`src/rtl/scroll_pkg.sv`:
```
// Shared types and constants for the scrolling display sequencer.
// Holds the state encoding, 7-segment codes (active-low, bit0 = segment a) and the message ROM.
package scroll_pkg;

    typedef enum logic [1:0] {
        IDLE   = 2'd0,
        LOAD   = 2'd1,
        SCROLL = 2'd2,
        HOLD   = 2'd3
    } state_t;

    localparam logic [6:0] HEX_OFF = 7'h7F;
    localparam logic [6:0] CH_H    = 7'h09;
    localparam logic [6:0] CH_E    = 7'h06;
    localparam logic [6:0] CH_L    = 7'h47;
    localparam logic [6:0] CH_O    = 7'h40;
    localparam logic [6:0] CH_D    = 7'h21;
    localparam logic [6:0] CH_1    = 7'h79;

    localparam int MSG_ROM_LEN = 16;

    // "HELLO dE1", padded with blanks
    localparam logic [6:0] MSG_ROM [MSG_ROM_LEN] = '{
        CH_H, CH_E, CH_L, CH_L, CH_O, HEX_OFF, CH_D, CH_E,
        CH_1, HEX_OFF, HEX_OFF, HEX_OFF, HEX_OFF, HEX_OFF, HEX_OFF, HEX_OFF
    };

    function automatic logic [6:0] msg_char(input logic [7:0] idx);
        if (idx < 8'(MSG_ROM_LEN)) begin
            return MSG_ROM[idx[3:0]];
        end
        return HEX_OFF;
    endfunction

endpackage

```
`src/rtl/scroll_tick_gen.sv`:
```
// Scroll time base: prescaler producing base_tick, and a speed divider producing step.
// With SCROLL_BLINK_EN defined, freeze stops only the step divider while the prescaler runs.
module scroll_tick_gen
    import scroll_pkg::*;
#(
    parameter  int TICK_DIV = 25_000_000,
    localparam int PRE_W    = $clog2(TICK_DIV)
) (
    input  logic       clk,
    input  logic       reset,
    input  logic       en,
`ifdef SCROLL_BLINK_EN
    input  logic       freeze,
`endif
    input  logic [1:0] speed,
    output logic       base_tick,
    output logic       step
);

    logic [PRE_W-1:0] pre_cnt;
    logic [2:0]       sub_cnt;
    logic [2:0]       sub_lim;
    logic             sub_en;

`ifdef SCROLL_BLINK_EN
    assign sub_en = en && !freeze;
`else
    assign sub_en = en;
`endif

    always_comb begin
        sub_lim = 3'd0;
        case (speed)
            2'd0:    sub_lim = 3'd0;
            2'd1:    sub_lim = 3'd1;
            2'd2:    sub_lim = 3'd3;
            default: sub_lim = 3'd7;
        endcase
    end

    assign base_tick = en && (pre_cnt == PRE_W'(TICK_DIV - 1));
    // >= rather than == so a speed decrease below the current count fires on the next tick
    assign step      = base_tick && sub_en && (sub_cnt >= sub_lim);

    always_ff @(posedge clk) begin
        if (reset) begin
            pre_cnt <= '0;
            sub_cnt <= '0;
        end else begin
            if (base_tick) begin
                pre_cnt <= '0;
            end else if (en) begin
                pre_cnt <= pre_cnt + PRE_W'(1);
            end
            if (step) begin
                sub_cnt <= '0;
            end else if (base_tick && sub_en) begin
                sub_cnt <= sub_cnt + 3'd1;
            end
        end
    end

endmodule

```
`src/rtl/scroll_controller.sv`:
```
// Scrolling display sequencer: window pointer, six 7-segment codes with load pulses, wrap pulse.
// Define SCROLL_BLINK_EN to blink the display (window / all off) on each base tick while paused.
//   state  | meaning
//   IDLE   | outputs at reset values, waiting for run
//   LOAD   | first window (ptr 0) just loaded and pulsed
//   SCROLL | stepping the pointer on each step
//   HOLD   | paused, counters and display frozen
module scroll_controller
    import scroll_pkg::*;
#(
    parameter  int TICK_DIV = 25_000_000,
    parameter  int MSG_LEN  = 16,
    localparam int PW       = $clog2(MSG_LEN)
) (
    input  logic          clk,
    input  logic          reset,
    input  logic          run,
    input  logic          dir,
    input  logic [1:0]    speed,
    output logic [41:0]   hex_out,
    output logic [5:0]    hex_en,
    output logic          ledr_en,
    output logic [PW-1:0] ptr
);

    state_t         state, next_state;
    logic           tick_en, step;
    logic [PW-1:0]  ptr_step, ptr_d;
    logic           wrap;
    logic [41:0]    win_cur, win_step, hex_out_d;
    logic [5:0]     hex_en_d;
    logic           ledr_en_d;

    function automatic logic [41:0] window(input logic [PW-1:0] p);
        logic [PW:0] idx;
        window = '0;
        for (int k = 0; k < 6; k++) begin
            idx = {1'b0, p} + (PW+1)'(5 - k);
            if (idx >= (PW+1)'(MSG_LEN)) begin
                idx = idx - (PW+1)'(MSG_LEN);
            end
            window[7*k +: 7] = msg_char(8'(idx));
        end
    endfunction

`ifdef SCROLL_BLINK_EN
    logic base_tick, blank, blank_d;
    assign tick_en = (state == SCROLL) || (state == HOLD);

    scroll_tick_gen #(.TICK_DIV(TICK_DIV)) u_tick (
        .clk       (clk),
        .reset     (reset),
        .en        (tick_en),
        .freeze    (state == HOLD),
        .speed     (speed),
        .base_tick (base_tick),
        .step      (step)
    );
`else
    assign tick_en = (state == SCROLL);

    scroll_tick_gen #(.TICK_DIV(TICK_DIV)) u_tick (
        .clk       (clk),
        .reset     (reset),
        .en        (tick_en),
        .speed     (speed),
        .base_tick (),
        .step      (step)
    );
`endif

    always_comb begin
        if (dir) begin
            wrap     = (ptr == '0);
            ptr_step = wrap ? PW'(MSG_LEN - 1) : ptr - PW'(1);
        end else begin
            wrap     = (ptr == PW'(MSG_LEN - 1));
            ptr_step = wrap ? '0 : ptr + PW'(1);
        end
    end

    assign win_cur  = window(ptr);
    assign win_step = window(ptr_step);

    always_ff @(posedge clk) begin
        if (reset) begin
            state <= IDLE;
        end else begin
            state <= next_state;
        end
    end

    always_comb begin
        next_state = state;
        case (state)
            IDLE:    if (run)  next_state = LOAD;
            LOAD:              next_state = SCROLL;
            SCROLL:  if (!run) next_state = HOLD;
            HOLD:    if (run)  next_state = SCROLL;
            default:           next_state = IDLE;
        endcase
    end

    // Outputs are registered on the edge that enters the reported cycle, so LOAD pulses in LOAD itself.
    always_comb begin
        ptr_d     = ptr;
        hex_out_d = hex_out;
        hex_en_d  = '0;
        ledr_en_d = 1'b0;
`ifdef SCROLL_BLINK_EN
        blank_d   = blank;
`endif
        case (state)
            IDLE: begin
                if (run) begin
                    hex_out_d = win_cur;
                    hex_en_d  = '1;
                end
            end
            SCROLL: begin
                if (step) begin
                    ptr_d     = ptr_step;
                    hex_out_d = win_step;
                    hex_en_d  = '1;
                    ledr_en_d = wrap;
                end
            end
`ifdef SCROLL_BLINK_EN
            HOLD: begin
                if (run) begin
                    hex_out_d = win_cur;
                    hex_en_d  = '1;
                    blank_d   = 1'b0;
                end else if (base_tick) begin
                    hex_out_d = blank ? win_cur : {6{HEX_OFF}};
                    hex_en_d  = '1;
                    blank_d   = !blank;
                end
            end
`endif
            default: ;
        endcase
    end

    always_ff @(posedge clk) begin
        if (reset) begin
            ptr     <= '0;
            hex_out <= {6{HEX_OFF}};
            hex_en  <= '0;
            ledr_en <= 1'b0;
        end else begin
            ptr     <= ptr_d;
            hex_out <= hex_out_d;
            hex_en  <= hex_en_d;
            ledr_en <= ledr_en_d;
        end
    end

`ifdef SCROLL_BLINK_EN
    always_ff @(posedge clk) begin
        if (reset) begin
            blank <= 1'b0;
        end else begin
            blank <= blank_d;
        end
    end
`endif

endmodule

```
`config.mk`:
```
export PLATFORM = sky130hd
export DESIGN_NAME = scroll_controller
export DESIGN_NICKNAME = d
export VERILOG_FILES = /design/src/rtl/scroll_pkg.sv /design/src/rtl/scroll_tick_gen.sv /design/src/rtl/scroll_controller.sv
export SDC_FILE = /design/constraint.sdc
export NUM_CORES = 1
export LEC_CHECK = 0
export CAP_MARGIN = 30
export CORE_UTILIZATION = 25
export CTS_CLUSTER_DIAMETER = 60
export DETAILED_ROUTE_END_ITERATION = 12
export GPL_TIMING_DRIVEN = 0
export MAX_ROUTING_LAYER = met4
export PLACE_DENSITY = 0.54
export SYNTH_ARGS = -nofsm -noshare
export SYNTH_HDL_FRONTEND = slang
export SYNTH_HIERARCHICAL = 1
export SYNTH_SLANG_ARGS = --single-unit
```
`constraint.sdc`:
```
create_clock -name clk -period 5.05 [get_ports clk]
set_input_delay 1.01 -clock clk [delete_from_list [all_inputs] [get_ports clk]]
set_output_delay 1.01 -clock clk [all_outputs]
set_load 0.01 [all_outputs]
```
==> results of run 1 <==
-- layer usage --
| metal | track usage [%] | routed length, µm | vias up |
|---|---|---|---|
| met5 | - | 0 | - |
| met4 | 6.716 | 402 | 0 |
| met3 | 2.575 | 1013 | 27 |
| met2 | 22.17 | 5867 | 170 |
| met1 | 21.67 | 6785 | 1987 |
| li1 | - | - | 2153 |
-- metrics by stage --
stage                     worst slack, ns  hold WS [ns]
after global placement             0.4034        0.4315
after floorplan                     1.506        0.4605
after detailed placement           0.4959        0.4357
final                              0.6164        0.4449
after global routing               0.3305        0.4670
after CTS                          0.6704        0.4457
-- power groups by stage --
stage	Combinational (µW)	Sequential (µW)	Clock, µW
finish	400	630	608
global placement	394	643	0
CTS	396	631	623
global route	434	635	646
detailed placement	394	643	0
floorplan	219	652	0
-- layout make-up --
type / instances / area, µm² / area share, %
buffer: 49 / 284.0 / 4.942
multi-input combinational: 420 / 2784 / 48.44
clock inverter: 2 / 12.51 / 0.2177
clock buffer: 14 / 274.0 / 4.768
inverter: 21 / 86.33 / 1.502
tap: 229 / 286.5 / 4.986
timing repair buffer: 58 / 578.1 / 10.06
sequential: 72 / 1441 / 25.08
-- placed cells by master, fill, tap and decap left out, drive strengths merged, types with 14 or more instances in the layout --
| cell type | count |
|---|---|
| ha | 36 |
| xnor2 | 16 |
| a21oi | 50 |
| inv | 20 |
| nand2 | 59 |
| nor2 | 41 |
| buf | 31 |
| clkdlybuf4s50 | 57 |
| nand3 | 22 |
| o21ai | 38 |
| xor2 | 14 |
| dfxtp | 72 |
| clkbuf | 33 |
| a31oi | 14 |
-- flip-flops by register name, summed over array words and instances, names as in the netlist --
name            count
hex_out            36
u_tick/pre_cnt     25
u_tick/sub_cnt      3
hex_en              1
ptr                 4
state               2
ledr_en             1
-- worst max-delay path, cell delays in order (launching register included) --
cell and delay [ns]:
dfxtp_1 0.39, nand2b_1 0.22, inv_1 0.13, buf_4 0.19
clkbuf_1 0.60, and3_1 0.25, buf_2 0.18, nand4_1 0.18
nor4_1 0.36, mux2i_1 0.14, or2_2 0.28, clkbuf_1 0.15
nor2_1 0.55, nand2_1 0.27, o32a_1 0.39
-- worst min path at each step --
stage                                          startpoint  slack [ns]  cells after the start                         endpoint
after floorplan           u_tick/pre_cnt[21]$_SDFFE_PP0P_        0.46                      2  u_tick/pre_cnt[21]$_SDFFE_PP0P_
after global placement           hex_out[12]$_SDFFE_PP1P_        0.43                      2         hex_out[12]$_SDFFE_PP1P_
final                            hex_out[12]$_SDFFE_PP1P_        0.44                      2         hex_out[12]$_SDFFE_PP1P_
after detailed placement         hex_out[40]$_SDFFE_PP1P_        0.44                      2         hex_out[40]$_SDFFE_PP1P_
after global routing             hex_out[39]$_SDFFE_PP1P_        0.47                      2         hex_out[39]$_SDFFE_PP1P_
after CTS                        hex_out[12]$_SDFFE_PP1P_        0.45                      2         hex_out[12]$_SDFFE_PP1P_
==> metrics.cfg, run 1 <==
[cts]
clk_latency_ns=0.34
post_cts_buffers=0
cts_tree=built
root_buffer=clkbuf_16
cts_resized=0
ctsHoldBuffers=0
clkTransAtPathRegs_ns=0.06
cts_buffers=9
cts_sinks=72
clk_path_buf_depth=2
ctsHtreeMaxLevel=3

[timing]
setup_tns_ns=0
final.setup_skew_ns=0.007100
hold_viol=0
rsz0062_at_grt=no
tightest_slew_ns=0.7698
finalCritPeriodShare_pct=87.79
setup_viol=0
slew_violations=0
fmax_ghz=0.2256
timing.slew.headroom_pct=48.68
min_period_ns=4.434

[floorplanning]
start_util_pct=25.58
die_h_um=137.6
die_w_um=137.6
io_pins=59
rows=49
die_area_um2=18930
core_area_um2=17960

[detailed_routing]
vias=4337
drt_pass1_iterations=4
finalWirelength_um=14070
drt_iter0_drc=336
viasPerCell=5.014
drc_errors=0
wl_per_cell_um=16.27
ant_nets=0

[pwr]
clkPwrFrac_pct=37.1
power_uw=1638
pwr-share-seq_pct=38.5
leakage_uw=0.002158
p_comb_share_pct=24.4
peakVddDrop_mv=0.1341
internal_power_uw=1148
sw_frac_of_total_pct=29.90
p_switching_uw=489.8
powerDensity_nw_per_um2=285.1

[final_layout]
fin_nets=673
fin_area_um2=5747
fin_cells=865
final_util_pct=31.99
fill_cells=1892
n_antenna_cell=0
syn2layout_area_growth_pct=25.05
drive_gt1_share_pct=9.277

[logic_synthesis]
syn_inst=562
yosysWarnings=6
synth_nets=604
avgSynthCellArea_um2=8.177
synth_area_um2=4596

[setup_path]
crit_type=reg -> reg
critPathLaunch=state[1]$_SDFFE_PP0P_
rr_endpoint=hex_out[27]$_SDFFE_PP1P_
reg2reg_from=state[1]$_SDFFE_PP0P_
cp.required_ns=5.27
reg2reg_slack_ns=0.62
startpoint_type=flop
end_kind=flop
worstSetupEndpoint=hex_out[27]$_SDFFE_PP1P_
reg2reg_depth=14
crit_arrival_ns=4.66
cp_max_fo=14

[run]
cap_viol_max_count=0

[place]
place_congestion=0.9373
dp.cells=849
placed_area_um2=5460
hpwlAfterDp_um=10270
port_buffers=57

[grt]
grt_pass1_wl_um=21890
grt_max_degree=15
grt_antenna_before_repair=0
grt_pass1_vias=3950
grt_overflow=0
grt_usage_pct=15.66

[min_path]
hold_path.class=reg -> reg

[run_status]
status=completed

No activity file was read; power rests on OpenSTA's default activity.
==> run 2, diff against run 1 <==
--- a/config.mk
+++ b/config.mk
@@ -5,13 +5,13 @@
 export SDC_FILE = /design/constraint.sdc
 export NUM_CORES = 1
 export LEC_CHECK = 0
-export CAP_MARGIN = 30
+export CAP_MARGIN = 20
 export CORE_UTILIZATION = 25
 export CTS_CLUSTER_DIAMETER = 60
 export DETAILED_ROUTE_END_ITERATION = 12
 export GPL_TIMING_DRIVEN = 0
 export MAX_ROUTING_LAYER = met4
-export PLACE_DENSITY = 0.54
+export PLACE_DENSITY = 0.56
 export SYNTH_ARGS = -nofsm -noshare
 export SYNTH_HDL_FRONTEND = slang
 export SYNTH_HIERARCHICAL = 1
==> constraint.sdc (replaced) <==
create_clock -name clk -period 3.8 [get_ports clk]
set_input_delay 0.76 -clock clk [delete_from_list [all_inputs] [get_ports clk]]
set_output_delay 0.76 -clock clk [all_outputs]
set_load 0.01 [all_outputs]
==> run 2 against run 1 <==
Design area increased by 2.2%. Worst setup slack got worse by 0.39 ns. Die area unchanged. Core utilization increased by 0.70 points. First-iteration DRC count increased by 29%.
==> metrics.cfg, run 2 (synthesis results as in run 1) <==
[timing]
setup_viol=0  ; unchanged
fmax_ghz=0.2796  ; was 0.2256 GHz
final.setup_skew_ns=0.008654  ; was 0.007100 ns
hold_viol=0  ; unchanged
tightest_slew_ns=0.7112  ; was 0.7698 ns
setup_tns_ns=0  ; unchanged
finalCritPeriodShare_pct=94.13  ; was 87.79%
slew_violations=0  ; unchanged
min_period_ns=3.577  ; was 4.434 ns
rsz0062_at_grt=yes  ; was no
timing.slew.headroom_pct=52.59  ; was 48.68%

[pwr]
powerDensity_nw_per_um2=391.2  ; was 285.1 nW/µm²
leakage_uw=0.002214  ; was 0.002158 µW
peakVddDrop_mv=0.1984  ; was 0.1341 mV

[setup_path]
startpoint_type=flop  ; unchanged
crit_type=reg -> reg  ; unchanged
cp_max_fo=11  ; was 14
cp.required_ns=4.03  ; was 5.27 ns
crit_arrival_ns=3.81  ; was 4.66 ns
end_kind=flop  ; unchanged
reg2reg_from=ptr[2]$_SDFFE_PP0P_  ; was state[1]$_SDFFE_PP0P_
critPathLaunch=ptr[2]$_SDFFE_PP0P_  ; was state[1]$_SDFFE_PP0P_

[place]
port_buffers=57  ; unchanged
place_congestion=0.9356  ; was 0.9373
hpwlAfterDp_um=10280  ; was 10270 µm

[final_layout]
drive_gt1_share_pct=12.91  ; was 9.277%
final_util_pct=32.69  ; was 31.99%
regMostFlops=hex_out  ; unchanged
layout_common_cells=dfxtp_1 (70), nand2_1 (59), clkdlybuf4s50_1 (57)  ; was dfxtp_1 (72), nand2_1 (59), clkdlybuf4s50_1 (57)
largest_reg_flops=36  ; unchanged
syn2layout_area_growth_pct=27.80  ; was 25.05%
layout_commonest_cell=dfxtp_1  ; unchanged
top_regs=hex_out x36, u_tick/pre_cnt x25, ptr x4  ; unchanged
fin_nets=672  ; was 673
n_antenna_cell=0  ; unchanged

[detailed_routing]
viasPerCell=5.076  ; was 5.014
ant_nets=0  ; unchanged
finalWirelength_um=14300  ; was 14070 µm
drt_iter0_drc=435  ; was 336
wl_per_cell_um=16.56  ; was 16.27 µm
drc_errors=0  ; unchanged
vias=4386  ; was 4337
drt_pass1_iterations=5  ; was 4

[grt]
grt_usage_pct=15.67  ; was 15.66%
grt_max_degree=15  ; unchanged
grt_overflow=0  ; unchanged
grt_antenna_before_repair=0  ; unchanged
grt_pass1_wl_um=21940  ; was 21890 µm
grt_pass1_vias=4016  ; was 3950

[min_path]
hold_start=hex_out[40]$_SDFFE_PP1P_  ; was hex_out[12]$_SDFFE_PP1P_
hold_path.class=reg -> reg  ; unchanged

[floorplanning]
die_area_um2=18930  ; unchanged
die_w_um=137.6  ; unchanged
io_pins=59  ; unchanged
core_area_um2=17960  ; unchanged
rows=49  ; unchanged
start_util_pct=25.58  ; unchanged
die_h_um=137.6  ; unchanged

[cts]
clkTransAtPathRegs_ns=0.06  ; about the same
ctsHtreeMaxLevel=3  ; unchanged
cts_tree=built  ; unchanged
cts_sinks=72  ; unchanged
cts_buffers=9  ; unchanged
clk_path_buf_depth=2  ; unchanged
ctsHoldBuffers=0  ; unchanged
clk_latency_ns=0.34  ; about the same
root_buffer=clkbuf_16  ; unchanged

[run]
cap_viol_max_count=0  ; unchanged

[run_status]
status=completed  ; unchanged

-- run 2: path summary, 6_finish.rpt --
path / end / slack (ns) / depth (start not counted)
max: hex_out[10]$_SDFFE_PP1P_ / 0.22 / 12
min: hex_out[40]$_SDFFE_PP1P_ / 0.45 / 2
max reg2reg: hex_out[10]$_SDFFE_PP1P_ / 0.22 / 12
min reg2reg: hex_out[40]$_SDFFE_PP1P_ / 0.45 / 2
-- run 2: metrics by stage --
| step | power, µW | setup slack, ns | hold slack [ns] | instances | cell area (µm²) |
|---|---|---|---|---|---|
| 4_1_cts | 2295 | 0.04613 | 0.4542 | 862 | 5802 |
| 2_1_floorplan | 1158 | 0.2562 | 0.4605 | 562 | 4596 |
| 5_1_grt | 2388 | -0.03464 | 0.4755 | 864 | 5873 |
| 3_3_place_gp | 1378 | -0.8243 | 0.4330 | 848 | 5453 |
| 3_5_place_dp | 1378 | -0.8237 | 0.4426 | 848 | 5453 |
| 6_report | 2298 | 0.2231 | 0.4490 | 864 | 5873 |
-- run 2: critical path, cell delays in order, from the launching register on --
cell	delay (ns)
dfxtp_2	0.46
clkbuf_2	0.28
inv_1	0.25
ha_1	0.25
a21boi_0	0.23
xnor2_1	0.12
a21oi_2	0.38
buf_2	0.37
ha_1	0.31
nor2_1	0.16
a21boi_0	0.26
nand2_1	0.09
a221o_1	0.29
-- run 2: routing by layer --
metal	GRT usage, %	routed length (µm)
met1	21.55	6903
met2	22.61	6085
met3	2.575	1000
met4	6.166	314
met5	-	0
-- run 2: layout make-up --
type | instances | area [µm²]
plain buffers | 46 | 285.3
inverters | 21 | 86.33
clock buffers | 10 | 229.0
fillers | 1888 | 12090
clock inverters | 6 | 83.83
flip-flops and latches | 72 | 1444
well taps | 229 | 286.5
multi-input cells | 420 | 2868
repair buffers | 60 | 590.6
-- run 2: timing repair --
item                       4_1_cts  5_1_grt
setup buffers                    1        2
setup endpoints to repair       37       34
pin swaps                        0        1
gates resized for setup         13       17
-- run 2: power by group --
group / total, µW / switching [µW] / internal [µW]
sequential: 837 / 33.9 / 803
clock: 911 / 338 / 573
combinational: 550 / 311 / 239
total: 2300 / 683 / 1610
==> run 3, diff against run 2 <==
--- a/config.mk
+++ b/config.mk
@@ -14,5 +14,4 @@
 export PLACE_DENSITY = 0.56
 export SYNTH_ARGS = -nofsm -noshare
 export SYNTH_HDL_FRONTEND = slang
-export SYNTH_HIERARCHICAL = 1
 export SYNTH_SLANG_ARGS = --single-unit
==> run 3 against run 2 <==
Design area is 0.45% higher. Via count is 2.3% lower. Synthesized area is 0.35% lower. Sequential cell count stayed put. Critical path type is now in -> reg. Clock power is 10% lower. Clock skew is 0.0012 ns lower. Critical path depth is 1 lower.
==> metrics.cfg, run 3 <==
[run_status]
status=completed  ; unchanged

[cts]
clk_latency_ns=0.34  ; about the same
clk_path_buf_depth=2  ; unchanged
root_buffer=clkbuf_16  ; unchanged
cts_buffers=9  ; unchanged
clkTransAtPathRegs_ns=0.06  ; about the same
cts_tree=built  ; unchanged
cts_sinks=72  ; unchanged
ctsHtreeMaxLevel=3  ; unchanged

[pwr]
pwr-share-seq_pct=40.6  ; was 36.4%
p_comb_share_pct=19.0  ; was 23.9%
clkPwrFrac_pct=40.4  ; was 39.7%
p_switching_uw=599.7  ; was 683.0 µW
powerDensity_nw_per_um2=343.9  ; was 391.2 nW/µm²
leakage_uw=0.002154  ; was 0.002214 µW
peakVddDrop_mv=0.1925  ; was 0.1984 mV
internal_power_uw=1429  ; was 1615 µW
sw_frac_of_total_pct=29.56  ; was 29.73%

[setup_path]
cp.required_ns=4.01  ; was 4.03 ns
reg2reg_slack_ns=0.22  ; about the same
crit_chain=clkdlybuf4s50_1 -> and3b_1 -> a21o_4 -> inv_1 -> buf_2 -> ha_1 -> clkbuf_2 -> xnor2_2 -> xnor2_1 -> o32ai_1 -> o21ai_0  ; was clkbuf_2 -> inv_1 -> ha_1 -> a21boi_0 -> xnor2_1 -> a21oi_2 -> buf_2 -> ha_1 -> nor2_1 -> a21boi_0 -> nand2_1 -> a221o_1
critPathLaunch=dir  ; was ptr[2]$_SDFFE_PP0P_
slowest_stage=clkdlybuf4s50_1  ; was dfxtp_2
end_kind=flop  ; unchanged
cp_max_fo=13  ; was 11
crit_type=in -> reg  ; was reg -> reg
startpoint_type=primary input  ; was flop
crit_arrival_ns=3.84  ; was 3.81 ns
reg2reg_from=ptr[0]$_SDFFE_PP0P_  ; was ptr[2]$_SDFFE_PP0P_
slowest_delay_ns=0.72  ; was 0.46 ns

[final_layout]
fin_nets=662  ; was 672
layout_commonest_cell=dfxtp_1  ; unchanged
top_regs=hex_out x36, u_tick.pre_cnt x25, ptr x4  ; was hex_out x36, u_tick/pre_cnt x25, ptr x4
fin_cells=854  ; was 864
drive_gt1_share_pct=12.32  ; was 12.91%
layout_common_cells=dfxtp_1 (69), clkdlybuf4s50_1 (57), nor2_1 (54)  ; was dfxtp_1 (70), nand2_1 (59), clkdlybuf4s50_1 (57)
syn2layout_area_growth_pct=28.83  ; was 27.80%
final_util_pct=32.84  ; was 32.69%
n_antenna_cell=0  ; unchanged
regMostFlops=hex_out  ; unchanged
largest_reg_flops=36  ; unchanged

[floorplanning]
start_util_pct=25.49  ; was 25.58%
core_area_um2=17960  ; unchanged
die_w_um=137.3  ; was 137.6 µm
rows=49  ; unchanged
io_pins=59  ; unchanged
die_h_um=137.3  ; was 137.6 µm
die_area_um2=18860  ; was 18930 µm²

[logic_synthesis]
synth.area.mux_share_pct=2.295
synth_top_family_by_area=compound AO/OA/AOI/OAI gates
yosysSeqAreaShare_pct=31.48
synth.ff_latch_count=72
syn_inst=552  ; was 562
synth_ff_type=dfxtp_1
synthSimpleGateAreaFrac_pct=18.33
synth_area_um2=4579  ; was 4596 µm²
yosysWarnings=0  ; was 6
synth_edf_count=0
avgSynthCellArea_um2=8.296  ; was 8.177 µm²
yosys.area_share.adder_pct=9.836
post-synth-top-count-cell=dfxtp_1
async_flop_share_pct=0
yosys-top-cells-area=dfxtp_1 (31%), ha_1 (9.8%), xnor2_1 (5.5%), a21oi_1 (4.6%), nor2_1 (4.4%)
synth_top_area_share_pct=31.48
synth_compound_area_share_pct=22.73
synth_xor_area_share_pct=8.607
synth_cell_types=60
post-synth-top-area-cell=dfxtp_1
synth_nets=594  ; was 604
netlist_top_cells_count=dfxtp_1 (72), nor2_1 (54), a21oi_1 (42), ha_1 (36), nand2_1 (36)

[timing]
slew_violations=0  ; unchanged
hold_viol=0  ; unchanged
tightest_slew_ns=0.7202  ; was 0.7112 ns
min_period_ns=3.632  ; was 3.577 ns
fmax_ghz=0.2753  ; was 0.2796 GHz
fin_ws_ns=0.1676  ; was 0.2231 ns
timing.slew.headroom_pct=50.75  ; was 52.59%
rsz0062_at_grt=no  ; was yes
setup_viol=0  ; unchanged
final.setup_skew_ns=0.007486  ; was 0.008654 ns
setup_tns_ns=0  ; unchanged
finalCritPeriodShare_pct=95.59  ; was 94.13%

[detailed_routing]
viasPerCell=5.018  ; was 5.076
drt_pass1_iterations=5  ; unchanged
finalWirelength_um=13980  ; was 14300 µm
drt_iter0_drc=366  ; was 435
drc_errors=0  ; unchanged
wl_per_cell_um=16.37  ; was 16.56 µm
vias=4285  ; was 4386
ant_nets=0  ; unchanged

[grt]
grt_usage_pct=15.73  ; was 15.67%
met2_usage_pct=23.01  ; was 22.61%
grt_overflow=0  ; unchanged
grt_pass1_vias=4005  ; was 4016
grtUsageMet1_pct=21.65  ; was 21.55%
grt_use_met3_pct=2.759  ; was 2.575%
grt_max_degree=16  ; was 15
top_usage_layer=met2  ; unchanged
grt_pass1_wl_um=22080  ; was 21940 µm
grt_antenna_before_repair=0  ; unchanged

[place]
dp.cells=838  ; was 848
dp_slack_ns=-1.269  ; was -0.8237 ns
hpwlAfterDp_um=10250  ; was 10280 µm
port_buffers=57  ; unchanged
place_congestion=0.8908  ; was 0.9356

[min_path]
hold_start=hex_out[3]$_SDFFE_PP1P_  ; was hex_out[40]$_SDFFE_PP1P_
hold_path.class=reg -> reg  ; unchanged

[run]
cap_viol_max_count=0  ; unchanged

-- run 3: area by class of cell --
type	count	area (µm²)
inverter	19	77.57
timing repair buffer	62	608.1
multi-input combinational	411	2950
clock inverter	7	61.31
sequential	72	1448
clock buffer	9	225.2
buffer	45	242.7
fill	1900	12060
tap	229	286.5
-- run 3: routing by layer --
layer | vias up | wire length (µm)
met5 | - | 0
met4 | 0 | 272
met3 | 23 | 973
met2 | 158 | 5930
met1 | 1991 | 6806
li1 | 2113 | -
-- run 3: power by group through the flow --
stage / Combinational [µW] / Clock [µW] / Sequential, µW
after global routing: 419 / 878 / 830
after floorplan: 189 / 0 / 853
after global placement: 365 / 0 / 843
after detailed placement: 364 / 0 / 842
final: 385 / 819 / 824
after CTS: 377 / 841 / 826
-- run 3: cells by family after synthesis --
kind of cell / count (synthesis)
buf+inv: 69
flops: 72
simple gates: 170
xor+xnor: 45
mux: 10
compound gates: 150
fa+ha+maj: 36
-- run 3: critical path, delay by kind of cell --
kind                     cells  cell delay, ns
buffers and inverters        4            1.39
adder cells (fa/ha/maj)      1            0.23
AND/OR/NAND/NOR              1            0.26
XOR/XNOR                     2            0.33
AO/OA/AOI/OAI                3            0.85
-- run 3: worst paths after layout --
path                         endpoint  cells after the start
max          hex_out[34]$_SDFFE_PP1P_                     11
min           hex_out[3]$_SDFFE_PP1P_                      2
max reg2reg  hex_out[18]$_SDFFE_PP1P_                     14
min reg2reg   hex_out[3]$_SDFFE_PP1P_                      2
-- run 3: repair_timing --
| item | in CTS | in global routing |
|---|---|---|
| endpoints found under the setup margin | 36 | 22 |
| endpoints found under the hold margin | 0 | 0 |
| hold buffers | 0 | 0 |
| buffers inserted | 3 | 2 |
| pin swaps | 1 | 2 |
| resized for setup | 29 | 19 |
-- run 3: per-stage QoR --
step	hold slack (ns)	instance area (µm²)	power, µW
after floorplan	0.4537	4582	1042
after global routing	0.4862	5899	2127
after detailed placement	0.4511	5439	1206
after CTS	0.4696	5848	2044
after global placement	0.4469	5439	1208
final	0.4649	5899	2029
